## src/rtl/conv_lut_popacc.sv

```systemverilog
// Binarised conv dot-product: XNOR + 4-bit LUT popcount + windowed saturating accumulate.
// Optional macro CONV_BIPOLAR_OUT_EN switches the result to the signed +/-1 dot product.
module conv_lut_popacc #(
    parameter int DATA_W = 16,
    parameter int ACC_W  = 12,
    parameter int CNT_W  = 8
) (
    input  logic              clk,
    input  logic              rst,
    input  logic              in_valid,
    output logic              in_ready,
    input  logic [DATA_W-1:0] in_data,
    input  logic [DATA_W-1:0] in_weight,
    input  logic              in_last,
    output logic              out_valid,
    input  logic              out_ready,
    output logic [ACC_W-1:0]  out_data,
    output logic              out_sat
);

    localparam int GRP_N = DATA_W / 4;
    localparam int POP_W = $clog2(DATA_W + 1);
`ifdef CONV_BIPOLAR_OUT_EN
    localparam int RW    = ACC_W + CNT_W + POP_W + 2;
`endif

    // Ones count of a 4-bit nibble, kept as an explicit LUT.
    function automatic logic [2:0] lut4_pop(input logic [3:0] nib);
        logic [2:0] cnt;
        case (nib)
            4'h0:    cnt = 3'd0;
            4'h1:    cnt = 3'd1;
            4'h2:    cnt = 3'd1;
            4'h3:    cnt = 3'd2;
            4'h4:    cnt = 3'd1;
            4'h5:    cnt = 3'd2;
            4'h6:    cnt = 3'd2;
            4'h7:    cnt = 3'd3;
            4'h8:    cnt = 3'd1;
            4'h9:    cnt = 3'd2;
            4'hA:    cnt = 3'd2;
            4'hB:    cnt = 3'd3;
            4'hC:    cnt = 3'd2;
            4'hD:    cnt = 3'd3;
            4'hE:    cnt = 3'd3;
            4'hF:    cnt = 3'd4;
            default: cnt = 3'd0;
        endcase
        return cnt;
    endfunction

    logic                   stall_s;
    logic [DATA_W-1:0]      xnor_s;
    logic [3*GRP_N-1:0]     grp_s;
    logic [3*GRP_N-1:0]     s1_grp_r;
    logic                   s1_valid_r;
    logic                   s1_last_r;
    logic [POP_W-1:0]       pop_s;
    logic [POP_W-1:0]       s2_pop_r;
    logic                   s2_valid_r;
    logic                   s2_last_r;
    logic [ACC_W-1:0]       acc_r;
    logic                   sat_r;
    logic [CNT_W-1:0]       cnt_r;
    logic [ACC_W:0]         acc_wide_s;
    logic                   ovf_s;
    logic [ACC_W-1:0]       acc_n_s;
    logic                   cnt_sat_s;
    logic [CNT_W-1:0]       cnt_n_s;
    logic                   sat_any_s;
    logic [ACC_W-1:0]       result_s;
    logic                   load_s;
    logic                   out_valid_r;
    logic [ACC_W-1:0]       out_data_r;
    logic                   out_sat_r;

    assign stall_s   = out_valid_r & ~out_ready;
    assign in_ready  = ~stall_s & ~rst;
    assign out_valid = out_valid_r;
    assign out_data  = out_data_r;
    assign out_sat   = out_sat_r;

    // Per-nibble match counts of the XNOR word.
    always_comb begin
        xnor_s = ~(in_data ^ in_weight);
        grp_s  = '0;
        for (int g = 0; g < GRP_N; g++) begin
            grp_s[3*g +: 3] = lut4_pop(xnor_s[4*g +: 4]);
        end
    end

    // S1 register: group counts; an idle input slot enters as a bubble.
    always_ff @(posedge clk) begin
        if (rst) begin
            s1_valid_r <= 1'b0;
            s1_last_r  <= 1'b0;
            s1_grp_r   <= '0;
        end else if (!stall_s) begin
            s1_valid_r <= in_valid;
            s1_last_r  <= in_valid & in_last;
            s1_grp_r   <= grp_s;
        end
    end

    // Sum of the group counts.
    always_comb begin
        pop_s = '0;
        for (int g = 0; g < GRP_N; g++) begin
            pop_s = pop_s + POP_W'(s1_grp_r[3*g +: 3]);
        end
    end

    // S2 register: beat popcount.
    always_ff @(posedge clk) begin
        if (rst) begin
            s2_valid_r <= 1'b0;
            s2_last_r  <= 1'b0;
            s2_pop_r   <= '0;
        end else if (!stall_s) begin
            s2_valid_r <= s1_valid_r;
            s2_last_r  <= s1_last_r;
            s2_pop_r   <= pop_s;
        end
    end

    // Saturating accumulate, beat count and window result.
    always_comb begin
        acc_wide_s = {1'b0, acc_r} + (ACC_W+1)'(s2_pop_r);
        ovf_s      = acc_wide_s[ACC_W];
        if (ovf_s) begin
            acc_n_s = {ACC_W{1'b1}};
        end else begin
            acc_n_s = acc_wide_s[ACC_W-1:0];
        end
        cnt_sat_s = (cnt_r == {CNT_W{1'b1}});
        if (cnt_sat_s) begin
            cnt_n_s = cnt_r;
        end else begin
            cnt_n_s = cnt_r + 1'b1;
        end
`ifdef CONV_BIPOLAR_OUT_EN
        sat_any_s = sat_r | ovf_s | cnt_sat_s;
        result_s  = ACC_W'(RW'({acc_n_s, 1'b0}) - RW'(DATA_W) * RW'(cnt_n_s));
`else
        sat_any_s = sat_r | ovf_s;
        result_s  = acc_n_s;
`endif
        load_s = s2_valid_r & s2_last_r & ~stall_s;
    end

    // S3: window state and the registered result port.
    always_ff @(posedge clk) begin
        if (rst) begin
            acc_r       <= '0;
            sat_r       <= 1'b0;
            cnt_r       <= '0;
            out_valid_r <= 1'b0;
            out_data_r  <= '0;
            out_sat_r   <= 1'b0;
        end else begin
            if (s2_valid_r && !stall_s) begin
                if (s2_last_r) begin
                    out_data_r <= result_s;
                    out_sat_r  <= sat_any_s;
                    acc_r      <= '0;
                    sat_r      <= 1'b0;
                    cnt_r      <= '0;
                end else begin
                    acc_r      <= acc_n_s;
                    sat_r      <= sat_any_s;
                    cnt_r      <= cnt_n_s;
                end
            end
            // A fresh load wins over the handshake so back-to-back results never bubble.
            if (load_s) begin
                out_valid_r <= 1'b1;
            end else if (out_ready) begin
                out_valid_r <= 1'b0;
            end
        end
    end

endmodule

```

## config.mk

```make
export PLATFORM = sky130hd
export DESIGN_NAME = conv_lut_popacc
export DESIGN_NICKNAME = d
export VERILOG_FILES = /design/src/rtl/conv_lut_popacc.sv
export SDC_FILE = /design/constraint.sdc
export NUM_CORES = 1
export LEC_CHECK = 0
export BUFFER_PORTS_ARGS = -buffer_cell sky130_fd_sc_hd__buf_2
export CORE_ASPECT_RATIO = 0.75
export CORE_MARGIN = 3
export CORE_UTILIZATION = 30
export CTS_CLUSTER_DIAMETER = 200
export CTS_CLUSTER_SIZE = 28
export DETAILED_ROUTE_END_ITERATION = 16
export HOLD_SLACK_MARGIN = 0.1
export SETUP_SLACK_MARGIN = 0.02
export SLEW_MARGIN = 40
export SYNTH_ARGS = -nofsm -noshare
export SYNTH_HDL_FRONTEND = slang
export SYNTH_SLANG_ARGS = --single-unit
export TNS_END_PERCENT = 5
```

## constraint.sdc

```tcl
create_clock -name clk -period 2.99 [get_ports clk]
set_input_delay 0.1495 -clock clk [delete_from_list [all_inputs] [get_ports clk]]
set_output_delay 0.1495 -clock clk [all_outputs]
set_load 0.02 [all_outputs]
```

==> impl_metrics.py <==
metrics = {
    "synth": {
        "synthFlopType": "dfxtp_1",
        "synth-compound-area-share": 0.1678,
        "ys_top_cells_by_area": "dfxtp_1, ha_1, xor2_1",
        "yosys_warnings": 0,
        "synthArstFlopShare": 0,
        "synthXorXnorAreaFrac": 0.09231,
        "yosysTopAreaCell": "dfxtp_1",
        "synth.area.mux_share": 0.007276,
        "synth_edf_count": 0,
        "synth_top_family_by_area": "simple AND/OR/NAND/NOR gates",
        "synth_seq_area_share": 0.3492,
        "syn_avg_cell_area_um2": 8.440,
        "ys_types": 40,
        "synth_top_cell_area_share": 0.3492,
        "syn-num-nets": 391,
        "yosys.area_share.simple": 0.1951,
        "syn_inst": 326,
        "syn_area_mm2": 0.002751,
        "synth-seq-cells": 48,
        "synthAdderAreaFrac": 0.1464,
    },
    "min_path": {
        "hold_class": "input port to flop",
        "holdPathStages": 3,
    },
    "clocking": {
        "path_clk_slew_ns": 0.06,
        "clkLatencyLatePin_ns": 0.28,
        "post_cts_buffers": 0,
        "cts_buffers": 5,
        "cts_tree": "built",
        "cts_hold_buf": 0,
        "ctsResizeCount": 0,
        "clk_path_buf_depth": 2,
        "cts_root_buf": "clkbuf_16",
        "htreeDepth": 2,
        "clock_sinks": 48,
    },
    "pwr": {
        "sequentialPowerShare": 0.416,
        "p_comb_frac": 0.204,
        "p_int_mw": 1.297,
        "sw_frac_of_total": 0.2588,
        "p_leak_nw": 1.476,
        "powerDensity_mw_per_mm2": 532.9,
        "switching_power_mw": 0.4528,
        "power.share.clock": 0.381,
        "peakVddDrop_mv": 0.2395,
    },
    "layout": {
        "drive_gt1_frac": 0.1791,
        "antennaDiodeCount": 0,
        "final_area_mm2": 0.003284,
        "num-nets-final": 438,
        "syn2layout_area_growth_pct": 19.37,
    },
    "grt": {
        "grt_max_degree": 42,
        "grt_pass1_vias": 2112,
        "top_usage_layer": "met1",
        "grt_first_pass_wirelength_um": 9715,
        "globalRouteMet2Util": 0.1703,
        "grtUsageMet3": 0.01827,
        "antenna_found_initial": 0,
        "grt-ovfl-total": 0,
        "grt_use_met1": 0.1735,
        "grt.total_usage": 0.1147,
    },
    "sta": {
        "finalSetupViolCount": 0,
        "layout_worst_path_cycle_share": 0.7935,
        "hold_violations": 0,
        "timing.slew.headroom": 0.5162,
        "rsz0062_at_grt": "no",
        "clock_skew_ns": 0.006021,
        "worst_pin_slew_ns": 0.7257,
        "finalSetupTns_ns": 0,
        "max_freq_ghz": 0.4215,
        "finalMaxSlewViolations": 0,
        "fin_crit_ns": 2.373,
    },
    "route": {
        "ant_nets": 0,
        "vias_per_cell": 4.876,
        "wl_per_cell_um": 11.98,
        "drtIter0Drc": 106,
        "vias": 2350,
        "first_pass_iters": 4,
        "drc": 0,
        "wirelength_um": 5773,
    },
    "die": {
        "rows": 29,
        "die_h_um": 88.94,
        "core_area_mm2": 0.008672,
        "start_util": 0.3173,
        "die_w_um": 116.6,
        "io_pins": 52,
        "die_area_mm2": 0.01037,
    },
    "placed_design": {
        "placed_cell_area_mm2": 0.003102,
        "io_buffers": 51,
        "place_hpwl_um": 4340,
        "gp_congestion": 0.8402,
    },
    "critical_path": {
        "crit_fanout": 2,
        "cp.arrival_ns": 2.51,
        "required_ns": 3.13,
        "end_kind": "flop",
        "worstRegToRegCells": 8,
        "worstSetupPathType": "flop to flop",
        "cp-start-kind": "flop",
    },
    "run": {
        "maxCapViolCount": 0,
    },
    "run_status": {
        "status": "completed",
    },
}
-- metal layers --
metal / wire, um / share of wire / up-vias
met5: 0 / 0 / -
met4: 58 / 0.010 / 0
met3: 295 / 0.051 / 5
met2: 2432 / 0.42 / 59
met1: 2987 / 0.52 / 1069
li1: - / - / 1217
-- worst max-delay path, stage by stage, from the launching register on --
cell and delay, ns:
dfxtp_1 0.33, fa_1 0.53, inv_1 0.05, fa_1 0.49, inv_1 0.06, ha_1 0.29, a21o_1 0.18, a211oi_1 0.23
nor3_1 0.07
-- layout make-up --
type,instances,area [um2]
Timing Repair Buffer,53,270.3
Multi-Input combinational cell,249,1675
Inverter,16,60.06
Tap cell,108,135.1
Clock buffer,7,152.6
Fill cell,857,5388
Sequential cell,48,960.9
Clock inverter,1,30.03
-- power groups by stage --
stage | Sequential (mW) | Clock, mW | Combinational, mW
floorplan | 0.733 | 0 | 0.268
global placement | 0.739 | 0 | 0.351
detailed placement | 0.742 | 0 | 0.356
CTS | 0.728 | 0.684 | 0.360
global route | 0.736 | 0.704 | 0.421
finish | 0.727 | 0.666 | 0.357
-- metrics by stage --
step	hold slack (ns)	total power [mW]	util	instances	worst slack (ns)
5_1_grt	0.1439	1.861	0.3787	482	0.4502
2_1_floorplan	0.2900	1.001	-	326	0.7069
4_1_cts	0.1240	1.773	0.3787	482	0.5954
6_report	0.1284	1.750	0.3787	482	0.6175
3_5_place_dp	0.4253	1.098	0.3577	474	0.6093
3_3_place_gp	0.4172	1.090	0.3577	474	0.6357
-- path summary, 6_finish.rpt --
kind / start / to / slack, ns
hold / removal: in_valid / s1_valid_r / 0.13
hold reg to reg: out_data[7] / out_data[7] / 0.44
setup reg to reg: s1_grp_r[2] / s2_pop_r[4] / 0.62
setup / recovery: s1_grp_r[2] / s2_pop_r[4] / 0.62
-- cells by family after synthesis --
logic type,Yosys count
xor gates and xnor gates,29
muxes,2
adders and majority gates,28
AOI/OAI and AO/OA,75
and+or+nand+nor,115
buffers and inverters,29
DFF,48
-- synthesized netlist by cell type (2+ instances only) --
cell / number
dfxtp_1: 48
nand2_1: 45
a21oi_1: 33
nor2_1: 27
ha_1: 21
xor2_1: 21
inv_1: 16
o21ai_0: 12
nor3_1: 11
nand3_1: 10
a211oi_1: 8
xnor2_1: 8
a31oi_1: 7
fa_1: 7
clkbuf_1: 6
and3_1: 5
buf_1: 4
nor2b_1: 4
a311oi_1: 3
nand2b_1: 3
a22o_1: 2
and2_1: 2
buf_2: 2
mux2i_1: 2
nand3b_1: 2
o2111ai_1: 2
o211ai_1: 2
-- layout by cell type, fill, tap and decap left out, types with 2 or more instances in the layout --
cell type  instances
buf_2             51
dfxtp_1           48
nand2_1           45
a21oi_1           33
nor2_1            27
xor2_1            21
ha_1              21
inv_1             16
o21ai_0           12
nor3_1            11
nand3_1           10
a211oi_1           8
xnor2_1            8
a31oi_1            7
fa_1               7
and3_1             5
clkbuf_16          5
nor2b_1            4
nand2b_1           3
a311oi_1           3
and2_1             2
mux2i_1            2
a22o_1             2
o211ai_1           2
o2111ai_1          2
nand3b_1           2
clkbuf_8           2
buf_4              2
-- sequential cells by signal (all words and copies together), names as in the netlist --
register,flops
acc_r,12
s1_grp_r,12
s1_valid_r,1
s2_pop_r,5
s2_last_r,1
out_data,12
s2_valid_r,1
s1_last_r,1
out_sat,1
sat_r,1
out_valid,1
Note: power is estimated with default switching activity, not from simulation.
